## config.mk

```make
export PLATFORM = sky130hd
export DESIGN_NAME = accum_warp_retire_collector_flat
export DESIGN_NICKNAME = d
export VERILOG_FILES = /design/src/rtl/accum_warp_retire_collector_pkg.sv /design/src/rtl/accum_warp_retire_collector_if.sv /design/src/rtl/accum_warp_retire_collector_retire_record_fifo.sv /design/src/rtl/accum_warp_retire_collector.sv /design/src/flat_wrapper.sv
export SDC_FILE = /design/constraint.sdc
export NUM_CORES = 1
export LEC_CHECK = 0
export CAP_MARGIN = 20
export CELL_PAD_IN_SITES_DETAIL_PLACEMENT = 1
export CELL_PAD_IN_SITES_GLOBAL_PLACEMENT = 1
export CORE_ASPECT_RATIO = 0.6
export CORE_UTILIZATION = 50
export DETAILED_ROUTE_END_ITERATION = 6
export GPL_ROUTABILITY_DRIVEN = 0
export PLACE_DENSITY_LB_ADDON = 0.1
export SLEW_MARGIN = 20
export SYNTH_ARGS = -nofsm -noshare
export SYNTH_HDL_FRONTEND = slang
export SYNTH_SLANG_ARGS = --single-unit
```

## constraint.sdc

```tcl
create_clock -name i_clk -period 7.3 [get_ports i_clk]
set_input_delay 2.19 -clock i_clk [delete_from_list [all_inputs] [get_ports i_clk]]
set_output_delay 2.19 -clock i_clk [all_outputs]
set_load 0.01 [all_outputs]
```

## src/rtl/accum_warp_retire_collector_pkg.sv

```systemverilog
// Shared widths, retire record payload and helpers for the accumulate retire collector.
package accum_warp_retire_collector_pkg;

  localparam int unsigned N_ICFG   = 4;
  localparam int unsigned MAX_WARP = 4;
  localparam int unsigned WID_BW   = $clog2(MAX_WARP);
  localparam int unsigned NCFG_BW  = $clog2(N_ICFG + 1);
  localparam int unsigned CNT_BW   = $clog2(N_ICFG + 1);

  typedef struct packed {
    logic [WID_BW-1:0] warpid;
    logic [N_ICFG-1:0] mask;
    logic [CNT_BW-1:0] nbeat;
    logic              islast;
  } retire_rec_t;

  function automatic logic [CNT_BW-1:0] popcount(input logic [N_ICFG-1:0] m);
    logic [CNT_BW-1:0] s;
    s = '0;
    for (int k = 0; k < int'(N_ICFG); k++) s = s + CNT_BW'(m[k]);
    return s;
  endfunction

endpackage

```

## src/rtl/accum_warp_retire_collector_if.sv

```systemverilog
// Index-beat input stream and retire-record output stream of the collector.
interface accum_warp_retire_collector_if;
  import accum_warp_retire_collector_pkg::*;

  logic               src_rdy;
  logic               src_ack;
  logic [NCFG_BW-1:0] i_id;
  logic [WID_BW-1:0]  i_warpid;
  logic               i_retire;
  logic               i_islast;

  logic               dst_rdy;
  logic               dst_ack;
  logic [WID_BW-1:0]  o_warpid;
  logic [N_ICFG-1:0]  o_mask;
  logic [CNT_BW-1:0]  o_cnt;
  logic [CNT_BW-1:0]  o_nbeat;
  logic               o_islast;

  modport master (
    output src_rdy, i_id, i_warpid, i_retire, i_islast, dst_ack,
    input  src_ack, dst_rdy, o_warpid, o_mask, o_cnt, o_nbeat, o_islast
  );

  modport slave (
    input  src_rdy, i_id, i_warpid, i_retire, i_islast, dst_ack,
    output src_ack, dst_rdy, o_warpid, o_mask, o_cnt, o_nbeat, o_islast
  );
endinterface

```

## src/rtl/accum_warp_retire_collector_retire_record_fifo.sv

```systemverilog
// Record FIFO with two in-order write ports and one read port; storage clears on reset.
module retire_record_fifo #(
  parameter int unsigned DEPTH = 4,
  parameter type         rec_t = logic,
  localparam int unsigned AW   = $clog2(DEPTH),
  localparam int unsigned PW   = AW + 1
) (
  input  logic          clk,
  input  logic          rst_n,
  input  logic          we0,
  input  rec_t          wd0,
  input  logic          we1,
  input  rec_t          wd1,
  input  logic          re,
  output rec_t          rd,
  output logic          empty,
  output logic [PW-1:0] occ
);

  rec_t          mem_q [DEPTH];
  rec_t          mem_d [DEPTH];
  logic [PW-1:0] wr_ptr_q, wr_ptr_d;
  logic [PW-1:0] rd_ptr_q, rd_ptr_d;

  assign occ   = wr_ptr_q - rd_ptr_q;
  assign empty = (occ == '0);
  assign rd    = mem_q[rd_ptr_q[AW-1:0]];

  // Port 0 always lands in the lower slot when both ports write.
  always_comb begin
    mem_d    = mem_q;
    wr_ptr_d = wr_ptr_q;
    if (we0) begin
      mem_d[wr_ptr_d[AW-1:0]] = wd0;
      wr_ptr_d                = wr_ptr_d + PW'(1);
    end
    if (we1) begin
      mem_d[wr_ptr_d[AW-1:0]] = wd1;
      wr_ptr_d                = wr_ptr_d + PW'(1);
    end
    rd_ptr_d = rd_ptr_q + PW'(re && !empty);
  end

  always_ff @(posedge clk or negedge rst_n) begin
    if (!rst_n) begin
      mem_q    <= '{default: '0};
      wr_ptr_q <= '0;
      rd_ptr_q <= '0;
    end else begin
      mem_q    <= mem_d;
      wr_ptr_q <= wr_ptr_d;
      rd_ptr_q <= rd_ptr_d;
    end
  end

endmodule

```

## src/rtl/accum_warp_retire_collector.sv

```systemverilog
// Folds per-warp retire beats into retire records and queues them for the retire logic.
module accum_warp_retire_collector
  import accum_warp_retire_collector_pkg::*;
#(
  parameter int unsigned DEPTH = 4
) (
  input logic                          i_clk,
  input logic                          i_rst_n,
  accum_warp_retire_collector_if.slave bus
);

  localparam int unsigned OCC_BW = $clog2(DEPTH) + 1;

  logic [OCC_BW-1:0] occ;
  logic              empty;
  retire_rec_t       head, wd0, wd1;
  logic              we0, we1, acc;

  logic              hold_v_q, hold_v_d;
  logic [WID_BW-1:0] hold_wid_q, hold_wid_d;
  logic [N_ICFG-1:0] hold_mask_q, hold_mask_d;
  logic [CNT_BW-1:0] hold_nbeat_q, hold_nbeat_d;

  logic [N_ICFG-1:0] beat_bit, base_mask, mrg_mask;
  logic [CNT_BW-1:0] base_nb, mrg_nb;
  logic              new_warp, fresh, id_ok, sat;

  // Two free slots are required so a warp change plus block end always fits.
  always_comb begin
    acc       = bus.src_rdy && i_rst_n && (occ <= OCC_BW'(DEPTH - 2));
    id_ok     = bus.i_id < NCFG_BW'(N_ICFG);
    beat_bit  = id_ok ? (N_ICFG'(bus.i_retire) << bus.i_id) : '0;
    new_warp  = hold_v_q && (bus.i_warpid != hold_wid_q);
    fresh     = new_warp || !hold_v_q;
    base_mask = fresh ? '0 : hold_mask_q;
    base_nb   = fresh ? '0 : hold_nbeat_q;
    sat       = (base_nb == CNT_BW'(N_ICFG));
    mrg_mask  = base_mask | beat_bit;
    mrg_nb    = sat ? base_nb : base_nb + CNT_BW'(1);

    hold_v_d     = hold_v_q;
    hold_wid_d   = hold_wid_q;
    hold_mask_d  = hold_mask_q;
    hold_nbeat_d = hold_nbeat_q;
    we0          = 1'b0;
    we1          = 1'b0;
    wd0 = '{warpid: hold_wid_q, mask: hold_mask_q, nbeat: hold_nbeat_q, islast: 1'b0};
    wd1 = '{warpid: bus.i_warpid, mask: mrg_mask, nbeat: mrg_nb, islast: 1'b1};

    if (acc) begin
      we0          = new_warp;
      we1          = bus.i_islast;
      hold_v_d     = !bus.i_islast;
      hold_wid_d   = bus.i_warpid;
      hold_mask_d  = mrg_mask;
      hold_nbeat_d = mrg_nb;
    end
  end

  always_ff @(posedge i_clk or negedge i_rst_n) begin
    if (!i_rst_n) begin
      hold_v_q     <= 1'b0;
      hold_wid_q   <= '0;
      hold_mask_q  <= '0;
      hold_nbeat_q <= '0;
    end else begin
      hold_v_q     <= hold_v_d;
      hold_wid_q   <= hold_wid_d;
      hold_mask_q  <= hold_mask_d;
      hold_nbeat_q <= hold_nbeat_d;
    end
  end

  // Out-of-range ids and beat-count overflow indicate a broken upstream looper.
  always @(posedge i_clk) begin
    if (i_rst_n && acc) begin
      assert (id_ok);
      assert (!sat);
    end
  end

  retire_record_fifo #(
    .DEPTH (DEPTH),
    .rec_t (retire_rec_t)
  ) u_fifo (
    .clk   (i_clk),
    .rst_n (i_rst_n),
    .we0   (we0),
    .wd0   (wd0),
    .we1   (we1),
    .wd1   (wd1),
    .re    (bus.dst_ack),
    .rd    (head),
    .empty (empty),
    .occ   (occ)
  );

  assign bus.src_ack  = acc;
  assign bus.dst_rdy  = !empty;
  assign bus.o_warpid = head.warpid;
  assign bus.o_mask   = head.mask;
  assign bus.o_cnt    = popcount(head.mask);
  assign bus.o_nbeat  = head.nbeat;
  assign bus.o_islast = head.islast;

endmodule

```

## src/flat_wrapper.sv

```systemverilog
// flat-port wrapper written by rule: the top's interface ports become plain ports
module accum_warp_retire_collector_flat import accum_warp_retire_collector_pkg::*;
#(
  parameter int unsigned DEPTH = 4
)
  (i_clk, i_rst_n, bus_src_rdy, bus_i_id, bus_i_warpid, bus_i_retire, bus_i_islast, bus_dst_ack, bus_src_ack, bus_dst_rdy, bus_o_warpid, bus_o_mask, bus_o_cnt, bus_o_nbeat, bus_o_islast);
  accum_warp_retire_collector_if bus_i ();
  input logic i_clk;
  input logic i_rst_n;
  input wire logic [$bits(bus_i.src_rdy)-1:0] bus_src_rdy;
  input wire logic [$bits(bus_i.i_id)-1:0] bus_i_id;
  input wire logic [$bits(bus_i.i_warpid)-1:0] bus_i_warpid;
  input wire logic [$bits(bus_i.i_retire)-1:0] bus_i_retire;
  input wire logic [$bits(bus_i.i_islast)-1:0] bus_i_islast;
  input wire logic [$bits(bus_i.dst_ack)-1:0] bus_dst_ack;
  output wire logic [$bits(bus_i.src_ack)-1:0] bus_src_ack;
  output wire logic [$bits(bus_i.dst_rdy)-1:0] bus_dst_rdy;
  output wire logic [$bits(bus_i.o_warpid)-1:0] bus_o_warpid;
  output wire logic [$bits(bus_i.o_mask)-1:0] bus_o_mask;
  output wire logic [$bits(bus_i.o_cnt)-1:0] bus_o_cnt;
  output wire logic [$bits(bus_i.o_nbeat)-1:0] bus_o_nbeat;
  output wire logic [$bits(bus_i.o_islast)-1:0] bus_o_islast;
  assign bus_i.src_rdy = bus_src_rdy;
  assign bus_i.i_id = bus_i_id;
  assign bus_i.i_warpid = bus_i_warpid;
  assign bus_i.i_retire = bus_i_retire;
  assign bus_i.i_islast = bus_i_islast;
  assign bus_i.dst_ack = bus_dst_ack;
  assign bus_src_ack = bus_i.src_ack;
  assign bus_dst_rdy = bus_i.dst_rdy;
  assign bus_o_warpid = bus_i.o_warpid;
  assign bus_o_mask = bus_i.o_mask;
  assign bus_o_cnt = bus_i.o_cnt;
  assign bus_o_nbeat = bus_i.o_nbeat;
  assign bus_o_islast = bus_i.o_islast;
  accum_warp_retire_collector #(.DEPTH(DEPTH)) u_core (.i_clk(i_clk), .i_rst_n(i_rst_n), .bus(bus_i));
endmodule
```

Word-level counts from Yosys, hierarchy flattened
Cells that the tools add are included.
{ "totals": {"reg_bits": 56, "latchBits": 0, "mem_bits_rw": 0, "rom_bits": 0, "input_bits": 11, "out_inout_bits": 15, "elab_cells": 74, "memories": 0} }
{ "op_classes": {"addsub": 8, "n_mul": 0, "div": 0, "order_cmp": 7, "n_eq_ne": 2, "n_shift": 1, "muxes": 19, "bitwise_logic": 4, "n_reduce_logical": 11} }
{ "op_table": {"columns": ["cell", "count"], "rows": [
  ["bitwise mux 40 bit", 2],
  ["2-to-1 mux 40 bit", 2],
  ["demux 10 bit (select 2 bit)", 2],
  ["2-to-1 mux 10 bit", 4],
  ["binary-select mux 10 bit (select 2 bit)", 1],
  ["2-to-1 mux 3 bit", 4],
  ["adder 3 x 1 -> 3 bit", 3],
  ["adder 3 x 1 -> 3 bit, second input constant", 3],
  [">= comparator 3 bit, second input constant", 3],
  ["NOT 2 -> 3 bit", 3],
  ["2-to-1 mux 4 bit", 2],
  ["logical AND 1 bit", 6],
  ["less-than comparator 3 x 1 -> 1 bit, second input constant", 2],
  ["OR 4 bit", 1],
  ["<< shifter 1 x 3 -> 4 bit", 1],
  ["equality test 3 bit, second input constant", 1],
  ["<= comparator 3 x 2 -> 1 bit, second input constant", 1],
  ["zero test 1 bit", 3],
  ["zero test 3 bit", 1],
  ["less-than comparator 3 bit, second input constant", 1],
  ["subtractor 3 bit", 1],
  ["adder 1 x 1 -> 2 bit", 1],
  ["2-to-1 mux 1 bit", 2],
  ["inequality test 2 bit", 1],
  ["logical OR 1 bit", 1]
]} }

Depth between registers and ports, before layout
{ "depth": {"ltp_word": 12, "depth_mapped": 18, "ltp_nobuf": 15} }

By module
A second synthesis with hierarchy kept.
{ "hier_totals": {"hier_cells": 351, "area_unflattened_um2": 3777.4} }
{ "modules_own_cells": {"columns": ["module", "n_inst", "cells_each", "area_each_um2", "seq_area_each_um2"], "rows": [
  ["retire_record_fifo", 1, 278, 3085.5, 1151.1],
  ["accum_warp_retire_collector", 1, 73, 691.9, 250.2]
]} }

Least setup slack after synthesis
Ideal clock, no wire load.
{ "synth_timing": {"path_kind": "input to output", "from": "input i_rst_n", "to": "output bus_src_ack", "arrival_time_ps": 2823, "t_required_ps": 5110, "slack_ps": 2287, "cell_stages": 5, "path_buffers": 2, "path_cell_list": "o211a_1 > nand2_2 > inv_2 > buf_6 > buf_2"} }
{ "synth_via": {"elab_chain_cells": 2} }
{ "synth_lines": {"columns": ["element", "line_no", "rtl"], "rows": [
  ["from (decl)", "flat_wrapper.sv:9", "input logic i_rst_n;"],
  ["logical AND 1 bit (2 in series)", "accum_warp_retire_collector.sv:30", "acc = bus.src_rdy && i_rst_n && (occ <= OCC_BW'(DEPTH - 2));"],
  ["to (decl)", "flat_wrapper.sv:16", "output wire logic [$bits(bus_i.src_ack)-1:0] bus_src_ack;"]
]} }
Every way passes these cells.

Final worst setup path
{ "layout_timing": {"from": "input bus_src_rdy", "to": "output bus_src_ack"} }
{ "layout_via": {"elab_chain_cells": 2} }
{ "layout_lines": {"columns": ["element", "line_no", "rtl"], "rows": [
  ["from (decl)", "flat_wrapper.sv:10", "input wire logic [$bits(bus_i.src_rdy)-1:0] bus_src_rdy;"],
  ["logical AND 1 bit (2 in series)", "accum_warp_retire_collector.sv:30", null]
]} }
Every way passes these cells.

==> reports/metrics.yaml <==
hold_path:
  holdCritPathClass: "flop to flop"
synth:
  dominant_register_cell_in_the_synthesized_netlist: "sky130_fd_sc_hd__dfrtp_1"
  synth-seq-area-share_pct: 43.04
  synth_edf_count: 0
  synthArstFlopShare_pct: 100.0
  synth.cell_area_sq_um: 3256
  yosys.area.top_type_share_pct: 43.04
  yosysMostFrequentCell: "sky130_fd_sc_hd__dfrtp_1"
  syn_avg_cell_area_sq_um: 10.43
  number_of_warnings_issued_by_yosys: 0
  synth.net_count: 341
  yosysTopAreaCell: "sky130_fd_sc_hd__dfrtp_1"
  synth_top_cells_by_area: "sky130_fd_sc_hd__dfrtp_1 43%, sky130_fd_sc_hd__mux2i_1 12%, sky130_fd_sc_hd__mux4_2 6.9%"
  postSynthRegisterBits: 56
  netlist-cell-type-count: 37
  synthTopCellsByCount: "56 x sky130_fd_sc_hd__dfrtp_1, 43 x sky130_fd_sc_hd__nor2_1, 40 x sky130_fd_sc_hd__mux2i_1"
  synthCells: 312
outcome:
  outcome: "finished, final reports clean"
clock_network:
  insertion_delay_ps: 310
  cts_hold_buf: 0
  h-tree-depth: 2
  cts_tree: "done"
  tritoncts.num_buffers: 5
  clock_sink_count: 56
  postCtsSetupBuffers: 0
  worst_setup_hold_path_clk_slew_ps: 110
  maximum_clock_insertion_buffer_count: 2
  cts.repair.resized: 0
  clock-root-buffer: "sky130_fd_sc_hd__clkbuf_8"
final_layout:
  areaGrowthSynthToFinish_pct: 10.61
  num-nets-final: 356
  layout.core_utilization_pct: 58.14
  antenna_cells_inserted: 0
  drive_above_1_share_pct: 9.451
floorplan:
  die-area_sq_um: 6849
  vertical_extent_of_the_die_microns: 64.51
  die_w_microns: 106.2
  start_util_pct: 52.57
  num_rows: 22
  core_sq_um: 6193
  io_count: 26
timing:
  min_period_ps: 6249
  timing.clock.skew_ps: 9.766
  max_clock_freq_ghz: 0.1600
  grt_setup_unrepaired: "false"
  timing_hold_violations_final: 0
  fin_crit_sh_pct: 85.60
  finalWorstSetupSlack_ps: 1051
  worst-slew-pin-transition_ps: 1010
  finalMaxSlewViolations: 0
  setup_viol: 0
  slew-limit-headroom_pct: 32.47
  setup-tns-final_ps: 0
drt:
  drt.antenna.violating_nets: 0
  detailed_route_wire_length_mm: 8.249
  wl_per_cell_microns: 20.02
  vias: 2396
  route.detailed.vias_per_inst: 5.816
  drt_first_pass_iters: 4
  drc: 0
  dr.first_iter.drc_count: 143
critical_path:
  worst-path-max-fanout: 21
  critPathRequiredTime_ps: 5110
  type_of_the_worst_setup_path: "primary input to primary output"
  cp-start-kind: "primary input"
  worst_setup_ep_type: "primary output"
  cp_data_arrival_time_ps: 4060
power_and_ir_drop:
  leakage_nw: 1.784
  vdd_drop_max_uv: 199.2
  power_density_nw_per_um2: 453.0
global_routing:
  grt_pass1_wl_mm: 13.34
  number_of_global_route_vias_before_repair: 2472
  gr-usage-all-layers_pct: 26.13
  grt_start_max_net_pins: 57
  grt_remaining_overflow: 0
  antenna_found_initial: 0
job:
  timing.max_cap.violations: 0
placement:
  placement.io_buffers: 25
  hpwl_mm: 5.712
  dp_slack_ps: 1060
==> flip-flops by register name, indices dropped and copies added, names as in the netlist <==
register                flops
u_core.hold_nbeat_q         3
u_core.hold_mask_q          4
u_core.u_fifo.rd_ptr_q      3
u_core.hold_v_q             1
u_core.u_fifo.mem_q        40
u_core.hold_wid_q           2
u_core.u_fifo.wr_ptr_q      3
==> worst paths after layout <==
kind	startpoint	endpoint	slack, ps	cells past startpoint
hold reg to reg	u_core.u_fifo.mem_q[20]	u_core.u_fifo.mem_q[20]	490	2
min in group asynchronous	i_rst_n	u_core.u_fifo.rd_ptr_q[2]	2050	2
hold / removal	u_core.u_fifo.mem_q[20]	u_core.u_fifo.mem_q[20]	490	2
setup / recovery	bus_src_rdy	bus_src_ack	1050	5
setup reg to reg	u_core.u_fifo.rd_ptr_q[0]	u_core.u_fifo.mem_q[25]	3030	13
max in group asynchronous	i_rst_n	u_core.u_fifo.mem_q[13]	4740	2
==> power breakdown <==
group / internal (mW) / switching, mW
Clock: 0.0686 / 0.104
Combinational: 0.444 / 0.413
Sequential: 0.444 / 0.159
==> cell families after synthesis <==
| logic type | count (synthesis) | share of synthesized area, % |
|---|---|---|
| compound gates | 45 | 8.148 |
| xor+xnor | 9 | 3.151 |
| fa+ha+maj | 18 | 7.379 |
| buf+inv | 29 | 4.727 |
| flops | 56 | 43.04 |
| mux | 50 | 19.22 |
| simple gates | 105 | 14.33 |
==> final cells by class <==
class / instances / area [sq um]
fill: 689 / 2592
multi-input combinational: 227 / 1700
sequential: 56 / 1401
timing repair buffer: 27 / 267.8
tap: 84 / 105.1
clock buffer: 6 / 72.57
inverter: 10 / 37.54
clock inverter: 2 / 16.27
==> metrics by stage <==
| stage | instance area, sq um | hold WS, ps | total power [mW] | instances |
|---|---|---|---|---|
| 6_report | 3601 | 490.0 | 1.631 | 412 |
| 5_1_grt | 3601 | 508.9 | 1.745 | 412 |
| 4_1_cts | 3586 | 496.8 | 1.632 | 411 |
| 3_5_place_dp | 3497 | 470.0 | 1.456 | 403 |
| 3_3_place_gp | 3497 | 461.7 | 1.412 | 403 |
| 2_1_floorplan | 3256 | 441.6 | 1.141 | 312 |
==> metal layers <==
layer,wire [microns],up-vias,global-route usage (%)
li1,-,1113,-
met1,4240,1243,38.15
met2,3777,35,41.31
met3,195,5,3.622
met4,36,0,6.424
met5,0,-,0
==> cells in the final DEF (no fill, tap or decap), types with 3 or more instances in the layout <==
| cell type | Yosys | final |
|---|---|---|
| sky130_fd_sc_hd__nand4_1 | 5 | 5 |
| sky130_fd_sc_hd__and2_1 | 3 | 3 |
| sky130_fd_sc_hd__clkdlybuf4s50_1 | 0 | 24 |
| sky130_fd_sc_hd__nand2_1 | 36 | 36 |
| sky130_fd_sc_hd__mux2i_1 | 40 | 40 |
| sky130_fd_sc_hd__a21oi_1 | 23 | 23 |
| sky130_fd_sc_hd__inv_1 | 8 | 8 |
| sky130_fd_sc_hd__clkbuf_8 | 0 | 5 |
| sky130_fd_sc_hd__nand3_1 | 7 | 7 |
| sky130_fd_sc_hd__xnor2_1 | 5 | 5 |
| sky130_fd_sc_hd__ha_1 | 16 | 16 |
| sky130_fd_sc_hd__a31oi_1 | 8 | 8 |
| sky130_fd_sc_hd__o21ai_0 | 4 | 4 |
| sky130_fd_sc_hd__mux4_2 | 10 | 10 |
| sky130_fd_sc_hd__dfrtp_1 | 56 | 56 |
| sky130_fd_sc_hd__nor2_1 | 43 | 43 |
| sky130_fd_sc_hd__nand3_2 | 3 | 3 |
==> worst max-delay path: stages <==
cell and delay, ps:
sky130_fd_sc_hd__clkdlybuf4s50_1 480, sky130_fd_sc_hd__o211a_1 210, sky130_fd_sc_hd__nand2_2 190, sky130_fd_sc_hd__inv_2 360, sky130_fd_sc_hd__clkdlybuf4s50_1 610
Note: power is estimated with default switching activity, not from simulation.
